File: src/rtl/uart_pkg.sv
// -----------------------------------------------------------------------------
// uart_pkg
// Shared types and helpers for the UART command path.
//   byte_t          raw 8-bit character from the UART receiver
//   nibble_t        4-bit value held by each downstream nibble register
//   parser_state_t  frame parser state (IDLE / DATA / END)
//   ascii2nib       ASCII hex character -> nibble, with a validity flag
// -----------------------------------------------------------------------------
package uart_pkg;

    typedef logic [7:0] byte_t;
    typedef logic [3:0] nibble_t;

    // Frame delimiters.
    localparam byte_t ASCII_COLON = 8'h3A;
    localparam byte_t ASCII_CR    = 8'h0D;

    // Bounds of the three accepted hex character ranges.
    localparam byte_t ASCII_0     = 8'h30;
    localparam byte_t ASCII_9     = 8'h39;
    localparam byte_t ASCII_UA    = 8'h41;
    localparam byte_t ASCII_UF    = 8'h46;
    localparam byte_t ASCII_LA    = 8'h61;
    localparam byte_t ASCII_LF    = 8'h66;

    // Offsets that map each range onto 0..15.
    localparam byte_t OFS_DIGIT   = 8'h30;
    localparam byte_t OFS_UPPER   = 8'h37;
    localparam byte_t OFS_LOWER   = 8'h57;

    typedef enum logic [1:0] {
        IDLE = 2'd0,
        DATA = 2'd1,
        END  = 2'd2
    } parser_state_t;

    // Decode one ASCII hex character. valid is 0 for anything outside
    // '0'-'9', 'A'-'F', 'a'-'f'; the returned nibble is then 0.
    function automatic nibble_t ascii2nib(input byte_t ch, output logic valid);
        byte_t diff;
        diff  = 8'h00;
        valid = 1'b0;
        if ((ch >= ASCII_0) && (ch <= ASCII_9)) begin
            diff  = ch - OFS_DIGIT;
            valid = 1'b1;
        end else if ((ch >= ASCII_UA) && (ch <= ASCII_UF)) begin
            diff  = ch - OFS_UPPER;
            valid = 1'b1;
        end else if ((ch >= ASCII_LA) && (ch <= ASCII_LF)) begin
            diff  = ch - OFS_LOWER;
            valid = 1'b1;
        end else begin
            diff  = 8'h00;
            valid = 1'b0;
        end
        return diff[3:0];
    endfunction

endpackage

File: src/rtl/hex_nibble_parser_decode.sv
// -----------------------------------------------------------------------------
// ascii_hex_decode
// Combinational ASCII-hex character decoder, a thin wrapper over ascii2nib so
// the decode can be reused and tested on its own.
//   byte_in  in   8   character to decode
//   nib      out  4   decoded value (0 when not a hex character)
//   is_hex   out  1   1 when byte_in is '0'-'9', 'A'-'F' or 'a'-'f'
// -----------------------------------------------------------------------------
module ascii_hex_decode
    import uart_pkg::*;
(
    input  byte_t   byte_in,
    output nibble_t nib,
    output logic    is_hex
);

    nibble_t nib_s;
    logic    is_hex_s;

    // Decode the incoming character through the shared package helper.
    always_comb begin
        is_hex_s = 1'b0;
        nib_s    = ascii2nib(byte_in, is_hex_s);
    end

    assign nib    = nib_s;
    assign is_hex = is_hex_s;

endmodule

File: src/rtl/hex_nibble_parser.sv
// -----------------------------------------------------------------------------
// hex_nibble_parser
// Parses ASCII-hex frames ':' + N_NIBBLES hex chars + CR arriving from the
// UART receiver and feeds the nibble register bank: one write strobe per
// character, then a frame_done pulse (well-formed frame) or a frame_err pulse
// (bad character or bad length). Every response is registered and appears one
// clock after the rx_valid cycle that caused it.
//   clk         in   1          system clock, rising edge
//   rst         in   1          asynchronous active-low reset
//   rx_data     in   8          received byte, qualified by rx_valid
//   rx_valid    in   1          one-cycle strobe for rx_data
//   nib_out     out  4          decoded nibble, shared by all registers
//   nib_wr_en   out  N_NIBBLES  one-hot write enable, bit i = i-th character
//   frame_done  out  1          pulse: complete, well-formed frame
//   frame_err   out  1          pulse: frame aborted
//   busy        out  1          high while a frame is in progress (DATA/END)
// -----------------------------------------------------------------------------
module hex_nibble_parser
    import uart_pkg::*;
#(
    parameter int    N_NIBBLES  = 4,
    parameter byte_t START_CHAR = ASCII_COLON,
    parameter byte_t END_CHAR   = ASCII_CR
) (
    input  logic                 clk,
    input  logic                 rst,
    input  logic [7:0]           rx_data,
    input  logic                 rx_valid,
    output logic [3:0]           nib_out,
    output logic [N_NIBBLES-1:0] nib_wr_en,
    output logic                 frame_done,
    output logic                 frame_err,
    output logic                 busy
);

    // A single-nibble frame still needs a 1-bit index.
    localparam int IDX_W = (N_NIBBLES > 1) ? $clog2(N_NIBBLES) : 1;

    localparam logic [IDX_W-1:0]     IDX_ZERO = {IDX_W{1'b0}};
    localparam logic [IDX_W-1:0]     IDX_ONE  = IDX_W'(1'b1);
    localparam logic [IDX_W-1:0]     IDX_LAST = IDX_W'(N_NIBBLES - 1);
    localparam logic [N_NIBBLES-1:0] WR_NONE  = {N_NIBBLES{1'b0}};
    localparam logic [N_NIBBLES-1:0] WR_ONE   = N_NIBBLES'(1'b1);

    parser_state_t          state_r;
    parser_state_t          state_nx_s;
    logic [IDX_W-1:0]       idx_r;
    logic [IDX_W-1:0]       idx_nx_s;
    nibble_t                nib_r;
    nibble_t                nib_nx_s;
    logic [N_NIBBLES-1:0]   wr_en_r;
    logic [N_NIBBLES-1:0]   wr_en_nx_s;
    logic                   done_r;
    logic                   done_nx_s;
    logic                   err_r;
    logic                   err_nx_s;
    logic                   busy_r;
    logic                   busy_nx_s;

    nibble_t                dec_nib_s;
    logic                   dec_hex_s;

    ascii_hex_decode u_decode (
        .byte_in (rx_data),
        .nib     (dec_nib_s),
        .is_hex  (dec_hex_s)
    );

    // Next-state, index and output computation; only rx_valid cycles advance.
    always_comb begin
        state_nx_s = state_r;
        idx_nx_s   = idx_r;
        nib_nx_s   = nib_r;
        wr_en_nx_s = WR_NONE;
        done_nx_s  = 1'b0;
        err_nx_s   = 1'b0;

        if (rx_valid) begin
            case (state_r)
                IDLE: begin
                    // Line noise between frames is dropped silently.
                    if (rx_data == START_CHAR) begin
                        state_nx_s = DATA;
                        idx_nx_s   = IDX_ZERO;
                    end else begin
                        state_nx_s = IDLE;
                        idx_nx_s   = IDX_ZERO;
                    end
                end

                DATA: begin
                    if (dec_hex_s) begin
                        nib_nx_s   = dec_nib_s;
                        wr_en_nx_s = WR_ONE << idx_r;
                        if (idx_r == IDX_LAST) begin
                            state_nx_s = END;
                            idx_nx_s   = idx_r;
                        end else begin
                            state_nx_s = DATA;
                            idx_nx_s   = idx_r + IDX_ONE;
                        end
                    end else if (rx_data == START_CHAR) begin
                        // A fresh start mid-frame restarts collection.
                        err_nx_s   = 1'b1;
                        state_nx_s = DATA;
                        idx_nx_s   = IDX_ZERO;
                    end else begin
                        // Early terminator or any other non-hex byte.
                        err_nx_s   = 1'b1;
                        state_nx_s = IDLE;
                        idx_nx_s   = IDX_ZERO;
                    end
                end

                END: begin
                    if (rx_data == END_CHAR) begin
                        done_nx_s  = 1'b1;
                        state_nx_s = IDLE;
                        idx_nx_s   = IDX_ZERO;
                    end else if (rx_data == START_CHAR) begin
                        err_nx_s   = 1'b1;
                        state_nx_s = DATA;
                        idx_nx_s   = IDX_ZERO;
                    end else begin
                        // Too many characters before the terminator.
                        err_nx_s   = 1'b1;
                        state_nx_s = IDLE;
                        idx_nx_s   = IDX_ZERO;
                    end
                end

                default: begin
                    // Unreachable encoding: recover to IDLE and flag the frame.
                    err_nx_s   = 1'b1;
                    state_nx_s = IDLE;
                    idx_nx_s   = IDX_ZERO;
                end
            endcase
        end else begin
            state_nx_s = state_r;
            idx_nx_s   = idx_r;
        end

        busy_nx_s = (state_nx_s == DATA) || (state_nx_s == END);
    end

    // State, index and registered outputs.
    always_ff @(posedge clk or negedge rst) begin
        if (!rst) begin
            state_r <= IDLE;
            idx_r   <= IDX_ZERO;
            nib_r   <= 4'h0;
            wr_en_r <= WR_NONE;
            done_r  <= 1'b0;
            err_r   <= 1'b0;
            busy_r  <= 1'b0;
        end else begin
            state_r <= state_nx_s;
            idx_r   <= idx_nx_s;
            nib_r   <= nib_nx_s;
            wr_en_r <= wr_en_nx_s;
            done_r  <= done_nx_s;
            err_r   <= err_nx_s;
            busy_r  <= busy_nx_s;
        end
    end

    assign nib_out    = nib_r;
    assign nib_wr_en  = wr_en_r;
    assign frame_done = done_r;
    assign frame_err  = err_r;
    assign busy       = busy_r;

endmodule

File: config.mk
export PLATFORM = sky130hd
export DESIGN_NAME = hex_nibble_parser
export DESIGN_NICKNAME = d
export VERILOG_FILES = /design/src/rtl/uart_pkg.sv /design/src/rtl/hex_nibble_parser_decode.sv /design/src/rtl/hex_nibble_parser.sv
export SDC_FILE = /design/constraint.sdc
export NUM_CORES = 1
export LEC_CHECK = 0
export ABC_AREA = 1
export CAP_MARGIN = 20
export CORE_ASPECT_RATIO = 0.8
export CORE_UTILIZATION = 45
export CTS_CLUSTER_SIZE = 30
export DETAILED_ROUTE_END_ITERATION = 6
export GPL_TIMING_DRIVEN = 0
export MAX_ROUTING_LAYER = met4
export PLACE_DENSITY_LB_ADDON = 0.05
export SLEW_MARGIN = 20
export SYNTH_ARGS = -nofsm -noshare
export SYNTH_HDL_FRONTEND = slang
export SYNTH_SLANG_ARGS = --single-unit
export TNS_END_PERCENT = 100
File: constraint.sdc
create_clock -name clk -period 3.7 [get_ports clk]
set_input_delay 0.37 -clock clk [delete_from_list [all_inputs] [get_ports clk]]
set_output_delay 0.37 -clock clk [all_outputs]
set_load 0.05 [all_outputs]
; ---- Word level (Yosys, flattened, before mapping)
; Cells that the tools add are included.
[word_totals]
reg_bits = 15
wordCells = 58
[classes]
n_addsub = 4
n_lt_le_gt_ge = 6
eq_ne = 8
shift = 1
muxes = 25
n_reduce_logical = 7
[op_table]
columns = cell, count
row1 = $mux 4, 6
row2 = $ge 8x7->1 const B, 2
row3 = $le 8x7->1 const B, 2
row4 = $mux 2, 7
row5 = $mux 1, 10
row6 = $eq 8x4->1 const B, 1
row7 = $eq 8x6->1 const B, 1
row8 = $ge 8x6->1 const B, 1
row9 = $le 8x6->1 const B, 1
row10 = $sub 4x3->4 const B, 2
row11 = $eq 2x2->1 const B, 3
row12 = $pmux 2 s3, 1
row13 = $eq 2x1->1 const B, 2
row14 = $shl 1x2->4 const A, 1
row15 = $sub 4x1->4 const B, 1
row16 = $logic_and 1x1->1, 3
row17 = $ne 3x3->1 const B, 1
row18 = $pmux 1 s3, 1
row19 = $reduce_and 3->1, 1
row20 = $add 2x1->2 const B, 1
row21 = $logic_not 2->1, 1
row22 = $reduce_and 2->1, 1
row23 = $logic_or 1x1->1, 1

; ---- Depth between registers and ports, before layout
[depth]
ltp_word = 10
depth_mapped = 13

; ---- By module
; Synthesis repeated with hierarchy kept, for this count alone.
[hier_totals]
cells_unflattened = 115
hier_area_um2 = 909.6
[modules_own_cells]
columns = module, n_inst, cells_each, area_each_um2
row1 = hex_nibble_parser, 1, 77, 716.9
row2 = ascii_hex_decode, 1, 38, 192.7

; ---- Least setup slack after synthesis
; No wires, ideal clock.
[synth_path]
path_type = input to register
from = input port rx_data[0]
to = register busy_r (netlist: busy)
setup_ns = 0.116
arrival_time_ns = 1.353
path_slack_ns = 2.230
stages = 11
n_path_buf = 0
cell_sequence = inv_1 ha_1 nand3b_1 nand3_4 nand2_4 nand2_1 nand3_1 nand2_1 nand2_1 nand3_1 nand2_1
[synth_via]
elab_chain_cells = 10
[synth_lines]
columns = item, line
row1 = start: declaration, hex_nibble_parser.sv:27  ; input logic [7:0] rx_data,
row2 = $ge 8x7->1 / $le 8x7->1 (equally long branches), uart_pkg.sv:49  ; end else if ((ch >= ASCII_LA) && (ch <= ASCII_LF)) begin
row3 = $logic_and 1x1->1, uart_pkg.sv:49
row4 = $mux 1, uart_pkg.sv:49
row5 = $mux 1, uart_pkg.sv:46  ; end else if ((ch >= ASCII_UA) && (ch <= ASCII_UF)) begin
row6 = $mux 1, uart_pkg.sv:43  ; if ((ch >= ASCII_0) && (ch <= ASCII_9)) begin
row7 = $mux 2, hex_nibble_parser.sv:92  ; if (dec_hex_s) begin
row8 = $pmux 2 s3 (*), hex_nibble_parser.sv:79  ; case (state_r)
row9 = $mux 2 (*), hex_nibble_parser.sv:78  ; if (rx_valid) begin
row10 = $eq 2x1->1 / $eq 2x2->1 (equally long branches), hex_nibble_parser.sv:144  ; busy_nx_s = (state_nx_s == DATA) || (state_nx_s == END);
row11 = $logic_or 1x1->1 (*), hex_nibble_parser.sv:144
row12 = net busy_nx_s, hex_nibble_parser.sv:58  ; logic busy_nx_s;
row13 = end signal: assignment, hex_nibble_parser.sv:164  ; busy_r <= busy_nx_s;
row14 = end: declaration, hex_nibble_parser.sv:57  ; logic busy_r;
; Mark *: on every way through the listed nets, which the timed path passes. The rest lies on a longest branch.
; A chain may end at the register's enable or synchronous reset.

; ---- Worst setup path after layout
; Ends and elaborated chain as after synthesis.

==> reports/summary.md <==
The flow ran to the end, and the final reports show no timing, DRC or antenna violations. Setup repair after global routing left no endpoint under its margin. The synthesized netlist devotes 10.9% of its cell area to adder and majority cells. The signal on the critical path passes through clkdlybuf4s50_1 > inv_1 > ha_1 > nand3b_1 > nand3_4 > nand2_4 > nand2_1 > nand3_1 > nand2_1 > nand2_1 > nand3_1 > nand2_1. The fraction of registers with async set/reset came out at 100%.

For the number of post-CTS setup repair buffers, the log shows 0. The vias per cell came out at 4.68. The site row count is 14, and the starting density of the core is 48.3%.

The number of failing hold endpoints at the final stage was 0. The layout-stage area growth over the synthesis result is 29.3%. Along the worst path, the maximum fanout reaches 6. Number of fill cells: 193. The number of clock buffers added by TritonCTS is 3.

For the worst setup path, the data required time is 3.87 ns. Of the total power, combinational logic draws 13.0%. The tools report the start of the worst register-to-register path as state_r[0]. Among the stages of the critical path, the cell type that occurs most often is sky130_fd_sc_hd__nand2_1.

The tools report the largest buffer count on any clock path as 2. For the number of warnings printed during yosys synthesis, the log shows 0. The tools report the detailed-route wire length as 1.50 mm. The final critical-path share of the clock period works out to 52.0%. The floorplan die width works out to 52.4 µm. At the end of the flow, the number of nets in the layout was 153.

The number of antenna violations at the first check in global routing was 0. The tools report the post-synth net total as 127. The logs give 0 for the count of nets left with antenna violations after detail routing and 56.5% for the sequential share of power. TritonCTS built the clock tree.

Counting every sink on the clock net gives 15. Type of the worst setup path: primary input to register. The leakage power total was 0.579 nW; the worst slew slack as a fraction of its limit was 56.8%. The tools report the overall track demand over capacity in global routing as 17.2%. The commonest cells after synthesis are sky130_fd_sc_hd__nand2_1, sky130_fd_sc_hd__inv_1, sky130_fd_sc_hd__dfrtp_1, sky130_fd_sc_hd__ha_1. Sequential cells were found to cover 41.0% of the synthesized design area. Measured against the total synthesized area, the mux share comes to 0%. Post-CTS repair changed the size of 0 cells. After clock tree synthesis, the flow added hold-fix buffers numbering 0. The worst register-to-register path has a depth of 7. The half-perimeter wire length after placement is 1.26 mm, and the transition time at the pin with the least slew margin is 0.646 ns. Net switching is 24.0% of the power. The routed layout has 734 vias. The total net switching power is 0.0698 mW, and the post-synthesis compound-gate area fraction is 6.98%. The number of flops mapped to enable cells by yosys was 0.

The average instance in the mapped netlist occupies 8.47 µm². The number of H-tree branching levels is 1, and the floorplan die area is 0.00222 mm². The tools report the total power draw as 0.290 mW.

sky130_fd_sc_hd__dfrtp_1 takes more of the synthesized area than any other cell. The tools report the library cell used as clock root buffer as sky130_fd_sc_hd__clkbuf_4. The simple-gate share of the synthesized area was 30.2%; the ratio of total power to cell area was 246 mW/mm².

Dominant synthesized flop cell: sky130_fd_sc_hd__dfrtp_1. The I/O pin count was 22. Arrival time at the worst endpoint: 2.10 ns. Clock-pin slew was measured on the worst setup and hold paths at 0.08 ns. After synthesis, the largest family of logic cells by area is simple AND/OR/NAND/NOR gates.

In this run the standard cell core region covers 0.00189 mm². The share of total power dissipated in the clock network is 30.4%. By area the synthesized netlist is led by sky130_fd_sc_hd__dfrtp_1, sky130_fd_sc_hd__ha_1, sky130_fd_sc_hd__nand2_1. The area after detailed placement was 0.00115 mm²; the register-to-register setup slack was 2.38 ns.

Class of the tightest hold or removal check: primary input to asynchronous set/reset pin. For the worst-skew pair, the clock arrives at the later sink with an insertion delay of 0.28 ns. The highest clock frequency the design can meet was 520 MHz; the placer's final routability congestion estimate was 0.812. The number of I/O port buffers is 21. Global routing finished with a remaining overflow of 0.

For the iteration-0 DRC count of the detailed router, the log shows 7. The peak supply drop is 0.181 mV, and the hold slack is 0.479 ns. For this run, design rule violations remaining after detail routing come to 0. The first global-routing pass estimated 2.64 mm of wire.

The share of synthesized area in the top cell type comes to 41.0%. Area share of xor/xnor cells in the synthesized design: 0.958%. The run gives 0 ns as the post-route setup TNS.

In this run the cell area of the synthesized design comes to 915 µm². After detailed routing, the average wire length per cell comes to 9.55 µm. The shortest clock period the worst path allows after layout is 1.92 ns. The category of the worst setup path launch point was a primary input. For the number of max-slew violations in the final report, the log shows 0. The top cell family by delay on the critical path was simple AND/OR/NAND/NOR gates. The run gives 627 as the number of global-route vias before repair.

Endpoint kind of the worst setup timing path: a register. In this run the critical register-to-register path is captured at busy. The final design instance area without fill was 0.00118 mm²; the fraction of layout cells with a size suffix above 1 was 14.3%. For this design, the slowest cell found on the critical path is sky130_fd_sc_hd__clkdlybuf4s50_1. Entering global routing, the biggest net connects 16 pins.

Counting flops and latches in the post-synthesis netlist gives 15. The chip height works out to 42.3 µm. Max-cap violations in this run came to 0.

Cell internal power was estimated by the tool at 0.221 mW. 0 antenna diodes ended up in the layout. sky130_fd_sc_hd__nand2_1 is the most common cell in the netlist. The largest single stage delay on the critical path is 0.55 ns. Across the routed clock network, the largest skew measured is 0.00718 ns. The number of buffers and inverters on the critical path is 2, and the distinct cell type count of the synthesized netlist is 24. The run gives 4 as the count of TritonRoute iterations in the first routing pass. The synthesized instance count was 108; the setup-violating endpoint count in the final report was 0.
[how the worst max path moves through the flow]
stage                     from    to  slack [ns]  cells past startpoint
floorplan           rx_data[0]  busy        2.23                     11
global placement    rx_data[0]  busy        1.52                     12
detailed placement  rx_data[0]  busy        1.48                     12
CTS                 rx_data[0]  busy        1.77                     12
global route        rx_data[0]  busy        1.62                     12
finish              rx_data[0]  busy        1.78                     12
[cells in the final DEF (no fill, tap or decap), drive strengths merged]
| master | n |
|---|---|
| a211oi | 1 |
| a21oi | 1 |
| buf | 1 |
| clkbuf | 3 |
| clkdlybuf4s50 | 21 |
| clkinv | 1 |
| dfrtp | 15 |
| ha | 8 |
| inv | 22 |
| nand2 | 28 |
| nand3 | 11 |
| nand3b | 1 |
| nand4 | 2 |
| nor2 | 8 |
| nor3 | 1 |
| nor4 | 1 |
| o21ai | 5 |
| o22ai | 2 |
| xor2 | 1 |
[cell type report]
class | instances | area, µm² | share of cell area, %
multi-input combinational | 70 | 449 | 38.0
clock inverter | 1 | 5.00 | 0.423
buffer | 1 | 7.51 | 0.635
clock buffer | 3 | 22.5 | 1.90
timing repair buffer | 21 | 210 | 17.8
inverter | 22 | 82.6 | 6.98
tap | 24 | 30.0 | 2.54
sequential | 15 | 375 | 31.7
[state kept, by name (all words and copies together) (netlist names)]
name and flops:
busy 1, frame_done 1, frame_err 1, idx_r 2
nib_out 4, nib_wr_en 4, state_r 2
[through the flow]
| step | std cells | util, % | setup slack [ns] |
|---|---|---|---|
| 4_1_cts | 157 | 62.5 | 1.77 |
| 6_report | 157 | 62.5 | 1.78 |
| 5_1_grt | 157 | 62.5 | 1.62 |
| 3_3_place_gp | 153 | 61.0 | 1.52 |
| 2_1_floorplan | 108 | - | 2.23 |
| 3_5_place_dp | 153 | 61.0 | 1.48 |
[worst register-to-register path, delay by kind of cell (launching register included)]
kind	cells	cell delay (ns)
AND/OR/NAND/NOR	4	0.53
AO/OA/AOI/OAI	1	0.16
buffers and inverters	2	0.13
flip-flops	1	0.39
[layer usage]
layer	wire (µm)	GRT usage [%]	vias to the layer above
met4	13	4.74	0
met5	0	-	-
met2	661	25.1	19
li1	-	-	386
met3	87	7.61	2
met1	737	21.5	327
[cell families (layout without fill, tap and decap cells)]
| group | Yosys count | count (layout) |
|---|---|---|
| AND/OR/NAND/NOR | 52 | 52 |
| buffers and inverters | 23 | 48 |
| flip-flops | 15 | 15 |
| AO/OA/AOI/OAI | 9 | 9 |
| adder cells (fa/ha/maj) | 8 | 8 |
| XOR/XNOR | 1 | 1 |
[power by group through the flow]
stage / logic (mW) / clock network (mW) / registers, mW
5_1_grt: 0.0429 / 0.0975 / 0.164
3_5_place_dp: 0.0383 / 0 / 0.167
4_1_cts: 0.0384 / 0.0932 / 0.164
2_1_floorplan: 0.0168 / 0 / 0.168
3_3_place_gp: 0.0375 / 0 / 0.167
6_report: 0.0378 / 0.0884 / 0.164
No activity file was read; power rests on OpenSTA's default activity.
